==> src/rtl/jtag_gpio_seq_if.sv <==
// -----------------------------------------------------------------------------
// jtag_gpio_seq_if
// Request/response bus between a fabric command source and the jtag_gpio_seq
// sequencer.
//   master modport : the command source (drives req_*, observes rsp_*).
//   slave modport  : the sequencer (observes req_*, drives req_ready/rsp_*).
// Signals:
//   req_valid/req_ready : command handshake, transfer when both high
//   req_op              : 00 READ, 01 WRITE, 10 SCAN_N, 11 reserved
//   req_wdata           : GPIO value for WRITE
//   req_scan_n          : scan_n value for SCAN_N
//   rsp_valid           : one-cycle response strobe, no backpressure
//   rsp_rdata           : bits shifted out of the DR, first-out in bit 0
//   rsp_err             : qualifies rsp_valid, set for the reserved op
// -----------------------------------------------------------------------------
interface jtag_gpio_seq_if #(
    parameter int NR_GPIOS = 4
) ();
    logic                req_valid;
    logic                req_ready;
    logic [1:0]          req_op;
    logic [NR_GPIOS-1:0] req_wdata;
    logic                req_scan_n;
    logic                rsp_valid;
    logic [NR_GPIOS:0]   rsp_rdata;
    logic                rsp_err;

    modport master (
        output req_valid, req_op, req_wdata, req_scan_n,
        input  req_ready, rsp_valid, rsp_rdata, rsp_err
    );

    modport slave (
        input  req_valid, req_op, req_wdata, req_scan_n,
        output req_ready, rsp_valid, rsp_rdata, rsp_err
    );
endinterface

==> src/rtl/jtag_gpio_seq.sv <==
// -----------------------------------------------------------------------------
// jtag_gpio_seq
// Drives one jtag_gpios scan chain from fabric logic. Each accepted command
// (READ, WRITE, SCAN_N) is turned into IR selects, capture/shift/update DR
// strobes and a serial tdi stream; the shifted-out chain bits are returned on
// a one-cycle response strobe. All outputs are registered.
// Ports:
//   tck        : clock shared with the jtag_gpios instance
//   reset      : synchronous active-high reset
//   bus        : jtag_gpio_seq_if.slave request/response port
//   busy       : high whenever the sequencer is not idle
//   tdi        : serial data into the chain (0 outside SHIFT)
//   capture_dr, shift_dr, update_dr : DR strobes, at most one high per cycle
//   scan_n_ir, extest_ir            : instruction selects, mutually exclusive
//   gpios_tdo  : chain output, combinational from the jtag_gpios register
// Configuration macro:
//   JTAG_GPIO_SEQ_READBACK_EN : when defined, gpios_tdo is sampled in every
//   SHIFT cycle and returned on rsp_rdata; when undefined rsp_rdata is 0 and
//   gpios_tdo is ignored. Sequencing and latency are the same either way.
// -----------------------------------------------------------------------------
module jtag_gpio_seq #(
    parameter int NR_GPIOS = 4
) (
    input  logic           tck,
    input  logic           reset,
    jtag_gpio_seq_if.slave bus,
    output logic           busy,
    output logic           tdi,
    output logic           capture_dr,
    output logic           shift_dr,
    output logic           update_dr,
    output logic           scan_n_ir,
    output logic           extest_ir,
    input  logic           gpios_tdo
);
    localparam int CNT_W = $clog2(NR_GPIOS + 1);
    localparam logic [CNT_W-1:0] CNT_LAST = CNT_W'(NR_GPIOS);
    localparam logic [CNT_W-1:0] CNT_ONE  = CNT_W'(1);
    localparam logic [CNT_W-1:0] CNT_ZERO = CNT_W'(0);

    localparam logic [1:0] OP_READ  = 2'b00;
    localparam logic [1:0] OP_WRITE = 2'b01;
    localparam logic [1:0] OP_SCAN  = 2'b10;
    localparam logic [1:0] OP_RSVD  = 2'b11;

    typedef enum logic [2:0] {
        IDLE    = 3'd0,
        SELECT  = 3'd1,
        CAPTURE = 3'd2,
        SHIFT   = 3'd3,
        UPDATE  = 3'd4,
        RESP    = 3'd5
    } state_e;

    state_e            state_q;
    logic [1:0]        op_q;
    logic [NR_GPIOS:0] data_q;      // remaining tdi stream, bit 0 goes out next
    logic [CNT_W-1:0]  cnt_q;       // index of the current SHIFT cycle
    logic              req_ready_q;
    logic              busy_q;
    logic              rsp_valid_q;
    logic              rsp_err_q;
    logic              tdi_q;
    logic              capture_dr_q;
    logic              shift_dr_q;
    logic              update_dr_q;
    logic              scan_n_ir_q;
    logic              extest_ir_q;
    logic [CNT_W-1:0]  shift_last_s;

    // SCAN_N shifts a single bit; READ/WRITE shift the whole DR.
    assign shift_last_s = (op_q == OP_SCAN) ? CNT_ZERO : CNT_LAST;

    // Command FSM; every output is registered alongside the state it belongs to.
    always_ff @(posedge tck) begin
        if (reset) begin
            state_q      <= IDLE;
            op_q         <= OP_READ;
            data_q       <= '0;
            cnt_q        <= CNT_ZERO;
            req_ready_q  <= 1'b1;
            busy_q       <= 1'b0;
            rsp_valid_q  <= 1'b0;
            rsp_err_q    <= 1'b0;
            tdi_q        <= 1'b0;
            capture_dr_q <= 1'b0;
            shift_dr_q   <= 1'b0;
            update_dr_q  <= 1'b0;
            scan_n_ir_q  <= 1'b0;
            extest_ir_q  <= 1'b0;
        end else begin
            // Strobes and tdi are single-cycle unless re-asserted below.
            rsp_valid_q  <= 1'b0;
            tdi_q        <= 1'b0;
            capture_dr_q <= 1'b0;
            shift_dr_q   <= 1'b0;
            update_dr_q  <= 1'b0;
            case (state_q)
                IDLE: begin
                    if (bus.req_valid) begin
                        op_q        <= bus.req_op;
                        req_ready_q <= 1'b0;
                        busy_q      <= 1'b1;
                        if (bus.req_op == OP_RSVD) begin
                            state_q     <= RESP;
                            rsp_valid_q <= 1'b1;
                            rsp_err_q   <= 1'b1;
                        end else begin
                            state_q     <= SELECT;
                            scan_n_ir_q <= (bus.req_op == OP_SCAN);
                            extest_ir_q <= (bus.req_op != OP_SCAN);
                            // WRITE appends the update-enable bit as the DR MSB;
                            // READ shifts zeros so the outputs are left alone.
                            if (bus.req_op == OP_WRITE) begin
                                data_q <= {1'b1, bus.req_wdata};
                            end else if (bus.req_op == OP_SCAN) begin
                                data_q <= {{NR_GPIOS{1'b0}}, bus.req_scan_n};
                            end else begin
                                data_q <= '0;
                            end
                        end
                    end else begin
                        state_q <= IDLE;
                    end
                end
                SELECT: begin
                    if (op_q == OP_SCAN) begin
                        state_q    <= SHIFT;
                        cnt_q      <= CNT_ZERO;
                        shift_dr_q <= 1'b1;
                        tdi_q      <= data_q[0];
                        data_q     <= {1'b0, data_q[NR_GPIOS:1]};
                    end else begin
                        state_q      <= CAPTURE;
                        capture_dr_q <= 1'b1;
                    end
                end
                CAPTURE: begin
                    state_q    <= SHIFT;
                    cnt_q      <= CNT_ZERO;
                    shift_dr_q <= 1'b1;
                    tdi_q      <= data_q[0];
                    data_q     <= {1'b0, data_q[NR_GPIOS:1]};
                end
                SHIFT: begin
                    if (cnt_q == shift_last_s) begin
                        if (op_q == OP_SCAN) begin
                            state_q     <= RESP;
                            rsp_valid_q <= 1'b1;
                            rsp_err_q   <= 1'b0;
                            scan_n_ir_q <= 1'b0;
                            extest_ir_q <= 1'b0;
                        end else begin
                            state_q     <= UPDATE;
                            update_dr_q <= 1'b1;
                        end
                    end else begin
                        cnt_q      <= cnt_q + CNT_ONE;
                        shift_dr_q <= 1'b1;
                        tdi_q      <= data_q[0];
                        data_q     <= {1'b0, data_q[NR_GPIOS:1]};
                    end
                end
                UPDATE: begin
                    state_q     <= RESP;
                    rsp_valid_q <= 1'b1;
                    rsp_err_q   <= 1'b0;
                    scan_n_ir_q <= 1'b0;
                    extest_ir_q <= 1'b0;
                end
                RESP: begin
                    state_q     <= IDLE;
                    busy_q      <= 1'b0;
                    req_ready_q <= 1'b1;
                end
                default: begin
                    state_q     <= IDLE;
                    busy_q      <= 1'b0;
                    req_ready_q <= 1'b1;
                    scan_n_ir_q <= 1'b0;
                    extest_ir_q <= 1'b0;
                end
            endcase
        end
    end

`ifdef JTAG_GPIO_SEQ_READBACK_EN
    logic [NR_GPIOS:0] rd_q;
    logic [NR_GPIOS:0] rsp_rdata_q;

    // Sample gpios_tdo at each SHIFT edge, before the chain moves, and publish it on RESP entry.
    always_ff @(posedge tck) begin
        if (reset) begin
            rd_q        <= '0;
            rsp_rdata_q <= '0;
        end else begin
            case (state_q)
                IDLE: begin
                    rd_q <= '0;
                    if (bus.req_valid && (bus.req_op == OP_RSVD)) begin
                        rsp_rdata_q <= '0;
                    end else begin
                        rsp_rdata_q <= rsp_rdata_q;
                    end
                end
                SHIFT: begin
                    rd_q[cnt_q] <= gpios_tdo;
                    // SCAN_N goes straight from its only SHIFT cycle to RESP.
                    if (op_q == OP_SCAN) begin
                        rsp_rdata_q <= {{NR_GPIOS{1'b0}}, gpios_tdo};
                    end else begin
                        rsp_rdata_q <= rsp_rdata_q;
                    end
                end
                UPDATE: begin
                    rsp_rdata_q <= rd_q;
                end
                default: begin
                    rsp_rdata_q <= rsp_rdata_q;
                end
            endcase
        end
    end

    assign bus.rsp_rdata = rsp_rdata_q;
`else
    logic unused_gpios_tdo_s;
    assign unused_gpios_tdo_s = gpios_tdo;
    assign bus.rsp_rdata      = '0;
`endif

    assign bus.req_ready = req_ready_q;
    assign bus.rsp_valid = rsp_valid_q;
    assign bus.rsp_err   = rsp_err_q;
    assign busy          = busy_q;
    assign tdi           = tdi_q;
    assign capture_dr    = capture_dr_q;
    assign shift_dr      = shift_dr_q;
    assign update_dr     = update_dr_q;
    assign scan_n_ir     = scan_n_ir_q;
    assign extest_ir     = extest_ir_q;
endmodule

==> src/flat_wrapper.sv <==
// flat-port wrapper written by rule: the top's interface ports become plain ports
module jtag_gpio_seq_flat 
#(
    parameter int NR_GPIOS = 4
)
  (tck, reset, busy, tdi, capture_dr, shift_dr, update_dr, scan_n_ir, extest_ir, gpios_tdo, bus_req_valid, bus_req_op, bus_req_wdata, bus_req_scan_n, bus_req_ready, bus_rsp_valid, bus_rsp_rdata, bus_rsp_err);
  jtag_gpio_seq_if #(.NR_GPIOS(NR_GPIOS)) bus_i ();
  input  logic tck;
  input  logic reset;
  output logic busy;
  output logic tdi;
  output logic capture_dr;
  output logic shift_dr;
  output logic update_dr;
  output logic scan_n_ir;
  output logic extest_ir;
  input  logic gpios_tdo;
  input wire logic [$bits(bus_i.req_valid)-1:0] bus_req_valid;
  input wire logic [$bits(bus_i.req_op)-1:0] bus_req_op;
  input wire logic [$bits(bus_i.req_wdata)-1:0] bus_req_wdata;
  input wire logic [$bits(bus_i.req_scan_n)-1:0] bus_req_scan_n;
  output wire logic [$bits(bus_i.req_ready)-1:0] bus_req_ready;
  output wire logic [$bits(bus_i.rsp_valid)-1:0] bus_rsp_valid;
  output wire logic [$bits(bus_i.rsp_rdata)-1:0] bus_rsp_rdata;
  output wire logic [$bits(bus_i.rsp_err)-1:0] bus_rsp_err;
  assign bus_i.req_valid = bus_req_valid;
  assign bus_i.req_op = bus_req_op;
  assign bus_i.req_wdata = bus_req_wdata;
  assign bus_i.req_scan_n = bus_req_scan_n;
  assign bus_req_ready = bus_i.req_ready;
  assign bus_rsp_valid = bus_i.rsp_valid;
  assign bus_rsp_rdata = bus_i.rsp_rdata;
  assign bus_rsp_err = bus_i.rsp_err;
  jtag_gpio_seq #(.NR_GPIOS(NR_GPIOS)) u_core (.tck(tck), .reset(reset), .bus(bus_i), .busy(busy), .tdi(tdi), .capture_dr(capture_dr), .shift_dr(shift_dr), .update_dr(update_dr), .scan_n_ir(scan_n_ir), .extest_ir(extest_ir), .gpios_tdo(gpios_tdo));
endmodule
==> config.mk <==
export PLATFORM = sky130hd
export DESIGN_NAME = jtag_gpio_seq_flat
export DESIGN_NICKNAME = d
export VERILOG_FILES = /design/src/rtl/jtag_gpio_seq_if.sv /design/src/rtl/jtag_gpio_seq.sv /design/src/flat_wrapper.sv
export SDC_FILE = /design/constraint.sdc
export NUM_CORES = 1
export LEC_CHECK = 0
export ABC_AREA = 1
export CORE_MARGIN = 4
export CORE_UTILIZATION = 49
export DETAILED_ROUTE_END_ITERATION = 10
export HOLD_SLACK_MARGIN = 0.08
export PLACE_DENSITY = 0.78
export SLEW_MARGIN = 5
export SYNTH_ARGS = -nofsm -noshare
export SYNTH_HDL_FRONTEND = slang
export SYNTH_SLANG_ARGS = --single-unit
export TNS_END_PERCENT = 10
==> constraint.sdc <==
create_clock -name tck -period 1.6 [get_ports tck]
set_clock_uncertainty 0.05 [all_clocks]
set_input_delay 0.32 -clock tck [delete_from_list [all_inputs] [get_ports tck]]
set_output_delay 0.32 -clock tck [all_outputs]
set_load 0.05 [all_outputs]
Yosys cells after proc, flatten, opt, wreduce, memory -nomap -nowiden
Index checks and enable logic that the tools add are counted.
{ "op_classes": {"n_addsub": 1, "eq_ne": 18, "mux": 43, "bitwise_logic": 5, "reduce_logical": 14} }
{ "ops": {"columns": ["cell", "count"], "rows": [
  ["$mux W5", 5],
  ["$mux W1", 21],
  ["$pmux W5 S4", 1],
  ["$mux W3", 6],
  ["$pmux W1 S3", 6],
  ["$pmux W3 S5", 1],
  ["$reduce_and A5 Y1", 3],
  ["$pmux W3 S3", 1],
  ["$ne A2 B1 Y1 const B", 4],
  ["$ne A2 B2 Y1 const B", 4],
  ["$eq A2 B2 Y1 const B", 3],
  ["$eq A3 B2 Y1 const B", 2],
  ["$eq A3 B3 Y1 const B", 2],
  ["$reduce_bool A3 Y1", 2],
  ["$reduce_or A3 Y1", 2],
  ["$not A1 Y1", 5],
  ["$pmux W1 S2", 2],
  ["$reduce_and A2 Y1", 2],
  ["$reduce_bool A4 Y1", 1],
  ["$reduce_or A4 Y1", 1],
  ["$add A3 B1 Y3 const B", 1],
  ["$eq A3 B1 Y1 const B", 1],
  ["$eq A3 B3 Y1", 1],
  ["$logic_not A3 Y1", 1],
  ["other kinds (3)", 3]
]} }
{ "totals": {"reg_bits": 23} }

Depth between registers and ports, before layout
{ "depth": {"word_depth": 6, "ltp_mapped": 9} }

Least setup slack after synthesis
OpenSTA, ideal clock, no wires.
{ "synth_timing": {"path_type": "reg-to-reg", "startpoint": "reg u_core.cnt_q[0]", "endpoint": "reg u_core.cnt_q[1]", "setup_ns": 0.117, "arrival_ns": 1.133, "required_time_ns": 1.433, "slack_ns": 0.300, "stages_incl_launch_ff": 9, "path_buffers": 0, "period_less_slack_ns": 1.300, "path_cell_list": "dfxtp_1 > inv_1 > ha_1 > nand3_1 > nand2_1 > nand2_2 > inv_2 > a21oi_1 > nor2_1"} }
{ "synth_between": {"elab_chain_len": 3} }
{ "synth_lines": {"columns": ["element", "line_no", "source"], "rows": [
  ["from (decl)", "jtag_gpio_seq.sv:58", "logic [CNT_W-1:0] cnt_q;"],
  ["from (signal assigned)", "jtag_gpio_seq.sv:158", "cnt_q <= cnt_q + CNT_ONE;"],
  ["$add A3 B1 Y3 / $eq A3 B3 Y1 (equally long branches)", "jtag_gpio_seq.sv:158, jtag_gpio_seq.sv:146", null],
  ["$mux W3 / $ne A2 B2 Y1 (equally long branches)", null, null],
  ["$pmux W3 S3 / $reduce_and A3 Y1 (equally long branches)", null, null]
]} }
Parallel ways exist; a longest one is shown, timed or not. The select of a mux whose other input is x is not followed.
A chain may end at the register's enable or synchronous reset.

Final worst setup path
{ "layout_timing": {"startpoint": "reg u_core.state_q[2]", "endpoint": "reg u_core.state_q[0]"} }
{ "layout_between": {"elab_chain_len": 2} }
{ "layout_lines": {"columns": ["element", "line_no", "source"], "rows": [
  ["from (decl)", "jtag_gpio_seq.sv:55", "state_e state_q;"],
  ["from (signal assigned)", "jtag_gpio_seq.sv:77", "state_q <= IDLE;"],
  ["from (signal assigned)", "jtag_gpio_seq.sv:105", "state_q <= RESP;"],
  ["from (signal assigned)", "jtag_gpio_seq.sv:109", "state_q <= SELECT;"],
  ["$eq A3 B3 Y1, or another cell as far along", "jtag_gpio_seq.sv:98", "case (state_q)"],
  ["$pmux W3 S5 / $ne A2 B1 Y1 (equally long branches)", null, null]
]} }
Parallel ways exist; a longest one is shown, timed or not.

==> load_flow_metrics.sql <==
INSERT INTO impl_metrics (metric_group, metric, value, unit) VALUES
('setup_path', 'worst_ep_arrival_time', '1.62', 'ns'),
('synth', 'avgSynthCellArea', '6.775', 'µm²'),
('setup_path', 'timing.critical_path.required', '1.76', 'ns'),
('placed_design', 'detailed_place_hpwl', '2109', 'µm'),
('clock_tree', 'worst_skew_pair.late_latency', '0.30', 'ns'),
('synth', 'synth.cell_area', '1192', 'µm²'),
('floorplanning', 'die_w', '57.33', 'µm'),
('setup_path', 'slowest_stage', 'sky130_fd_sc_hd__dfxtp_1', ''),
('global_routing', 'antenna_found_initial', '0', ''),
('cells_and_area', 'layout_common_cells', 'sky130_fd_sc_hd__nand2_1 (44), sky130_fd_sc_hd__inv_1 (24), sky130_fd_sc_hd__nor2_1 (24)', ''),
('synth', 'synth-warning-count', '0', ''),
('synth', 'yosysTopAreaCell', 'sky130_fd_sc_hd__dfxtp_1', ''),
('setup_path', 'critical_path.cell_chain', 'inv_2 -> nand2_1 -> inv_1 -> nand2_1 -> nand3_1 -> o21ai_0 -> inv_1', ''),
('power_and_ir_drop', 'irDropWorstVdd', '1022', 'µV'),
('cells_and_area', 'final_net_count', '219', ''),
('clock_tree', 'cts_tree', 'done', ''),
('clock_tree', 'cts_root_buffer', 'sky130_fd_sc_hd__clkbuf_4', ''),
('synth', 'synth_area_leaders', 'sky130_fd_sc_hd__dfxtp_1 (39%), sky130_fd_sc_hd__nand2_1 (14%), sky130_fd_sc_hd__inv_1 (7.6%)', ''),
('setup_path', 'worstSetupPathType', 'reg -> reg', ''),
('setup_path', 'crit_path_max_incr_delay', '0.54', 'ns'),
('floorplanning', 'fp.coreArea', '2255', 'µm²'),
('route', 'remaining_drc_errors', '0', ''),
('job', 'max_cap_violations', '0', ''),
('synth', 'synth_cells', '176', ''),
('cells_and_area', 'layout-drive-gt1-share', '18.05', '%'),
('synth', 'ys_ff_latch', '23', ''),
('placed_design', 'dpl-instance-area', '1489', 'µm²'),
('timing', 'grt_setup_unrepaired', 'yes', ''),
('cells_and_area', 'layout_commonest_cell', 'sky130_fd_sc_hd__nand2_1', ''),
('floorplanning', 'fp.dieArea', '3287', 'µm²'),
('route', 'routedWlPerCell', '11.24', 'µm'),
('global_routing', 'pin_count_of_the_biggest_net_entering_global_routing', '13', ''),
('clock_tree', 'numClockSinks', '23', ''),
('setup_path', 'cp_max_fo', '7', ''),
('route', 'antenna_left', '0', ''),
('cells_and_area', 'final_design_area_no_fill', '1520', 'µm²'),
('route', 'routed_via_density', '4.991', ''),
('cells_and_area', 'antenna_diode_count', '0', ''),
('clock_tree', 'cts_max_path_buffers', '2', ''),
('route', 'first_pass_iters', '4', ''),
('synth', 'number_of_distinct_library_cell_variants_in_the_gate_level_netlist_after_synthesis', '19', ''),
('clock_tree', 'clock_tree.htree_level_count', '1', ''),
('placed_design', 'place_congestion', '0.8991', ''),
('global_routing', 'grt_first_pass_wirelength', '4471', 'µm'),
('clock_tree', 'cts_made_buffers', '3', ''),
('timing', 'setup_tns', '0', 'ns'),
('global_routing', 'grt_overflow', '0', ''),
('route', 'number_of_drc_markers_after_the_initial_detailed_route_iteration', '28', ''),
('floorplanning', 'design.portCount', '26', ''),
('timing', 'period_share', '91.39', '%'),
('synth', 'synth_top_cell_area_share', '38.61', '%'),
('timing', 'setup_viol', '0', ''),
('setup_path', 'cp-end-kind', 'register', ''),
('synth', 'synth.yosys.seq_area_share', '38.61', '%'),
('timing', 'min_period', '1.462', 'ns'),
('floorplanning', 'start_util', '52.89', '%'),
('timing', 'hold_viol', '0', ''),
('global_routing', 'grt_pass1_vias', '1095', ''),
('clock_tree', 'clk_pin_slew_worst_paths', '0.12', 'ns'),
('timing', 'clock.fmax', '683.9', 'MHz'),
('power_and_ir_drop', 'power.static_leakage', '0.0007657', 'µW'),
('timing', 'timing.final.max_slew_violations', '0', ''),
('setup_path', 'setup.worst_path.start_class', 'register', ''),
('floorplanning', 'die_y', '57.33', 'µm'),
('cells_and_area', 'flow.area_growth_from_synthesis', '27.49', '%'),
('floorplanning', 'std_cell_rows', '17', ''),
('placed_design', 'io_buffers', '19', ''),
('route', 'via_count', '1163', ''),
('run_status', 'status', 'finished clean', ''),
('global_routing', 'track_usage', '16.82', '%'),
('power_and_ir_drop', 'power.density_cell_area', '1845', 'nW/µm²'),
('worst_hold_path', 'worst_min_delay_path_class', 'reg -> reg', ''),
('route', 'drt_wl_total', '2618', 'µm');
==> state kept, by name (all words and copies together), names as in the netlist <==
register,flops
u_core.scan_n_ir,1
u_core.cnt_q,3
u_core.tdi,1
u_core.state_q,3
u_core.data_q,5
u_core.bus.rsp_err,1
u_core.shift_dr,1
u_core.extest_ir,1
u_core.update_dr,1
u_core.bus.rsp_valid,1
u_core.busy,1
u_core.op_q,2
u_core.bus.req_ready,1
u_core.capture_dr,1
==> timing repair <==
action / CTS / global route
setup buffers: 0 / 0
endpoints found under the setup margin: 0 / 5
hold buffers: 0 / 0
gates resized for setup: 0 / 3
==> worst max-delay path: cells and delay by family, from the launching register on <==
family | cells | cell delay [ns]
AOI/OAI and AO/OA | 1 | 0.18
buffers and inverters | 3 | 0.23
DFF | 1 | 0.54
and+or+nand+nor | 3 | 0.36
==> power by group <==
group,leakage (µW),switching [µW],internal (µW),total (µW)
sequential,0.000190,140,769,909
combinational,0.000561,1040,589,1630
clock,0.0000150,169,97.1,266
total,0.000766,1350,1450,2810
==> cells in the mapped netlist <==
cell                        n
sky130_fd_sc_hd__nand2_2    2
sky130_fd_sc_hd__conb_1     1
sky130_fd_sc_hd__clkbuf_1   1
sky130_fd_sc_hd__nand4_1    3
sky130_fd_sc_hd__a21oi_1   12
sky130_fd_sc_hd__nand3_4    1
sky130_fd_sc_hd__nand4_4    1
sky130_fd_sc_hd__nor2_1    24
sky130_fd_sc_hd__nand2_1   45
sky130_fd_sc_hd__nand3_1   14
sky130_fd_sc_hd__buf_4      6
sky130_fd_sc_hd__o21ai_0    6
sky130_fd_sc_hd__nor2_4     3
sky130_fd_sc_hd__inv_1     24
sky130_fd_sc_hd__dfxtp_1   23
sky130_fd_sc_hd__nand3b_2   1
sky130_fd_sc_hd__ha_1       2
sky130_fd_sc_hd__nor3_1     3
sky130_fd_sc_hd__inv_2      4
==> cell families after synthesis <==
| group | Yosys count | synth area share (%) |
|---|---|---|
| DFF | 23 | 38.61 |
| AOI/OAI and AO/OA | 18 | 7.555 |
| and+or+nand+nor | 97 | 38.51 |
| buffers and inverters | 35 | 12.91 |
| other | 1 | 0.3145 |
| adders and majority gates | 2 | 2.098 |
==> layout make-up <==
| class | count | area (µm²) |
|---|---|---|
| clock buffers | 4 | 26.28 |
| multi-input cells | 122 | 595.6 |
| flip-flops and latches | 23 | 462.9 |
| well taps | 28 | 35.03 |
| inverters | 28 | 105.1 |
| fillers | 205 | 734.5 |
| repair buffers | 28 | 295.3 |
==> final timing paths <==
kind                                          end  slack [ns]         startpoint  depth (start not counted)
worst max-delay path            u_core.state_q[0]        0.14  u_core.state_q[2]                          7
worst min-delay path              u_core.cnt_q[0]        0.39    u_core.cnt_q[0]                          1
worst max register to register  u_core.state_q[0]        0.14  u_core.state_q[2]                          7
worst min register to register    u_core.cnt_q[0]        0.39    u_core.cnt_q[0]                          1
==> routing by layer <==
metal / GRT usage (%) / vias to the layer above / share of wire (%)
li1: - / 594 / -
met1: 19.70 / 527 / 44
met2: 30.83 / 36 / 49
met3: 3.167 / 6 / 5.4
met4: 4.967 / 0 / 1.2
met5: 0 / - / 0
==> stage by stage <==
stage	setup WS, ns	utilization, %	instances	power [µW]	hold WS (ns)
6_report	0.1378	67.43	233	2805	0.3881
5_1_grt	-0.006928	67.43	233	3027	0.4292
4_1_cts	0.06221	67.20	233	2806	0.4242
3_5_place_dp	-0.09308	66.04	229	2538	0.4026
3_3_place_gp	-0.03292	66.04	229	2491	0.3918
2_1_floorplan	0.2999	-	180	2030	0.3715
(Power assumes the default switching activity.)
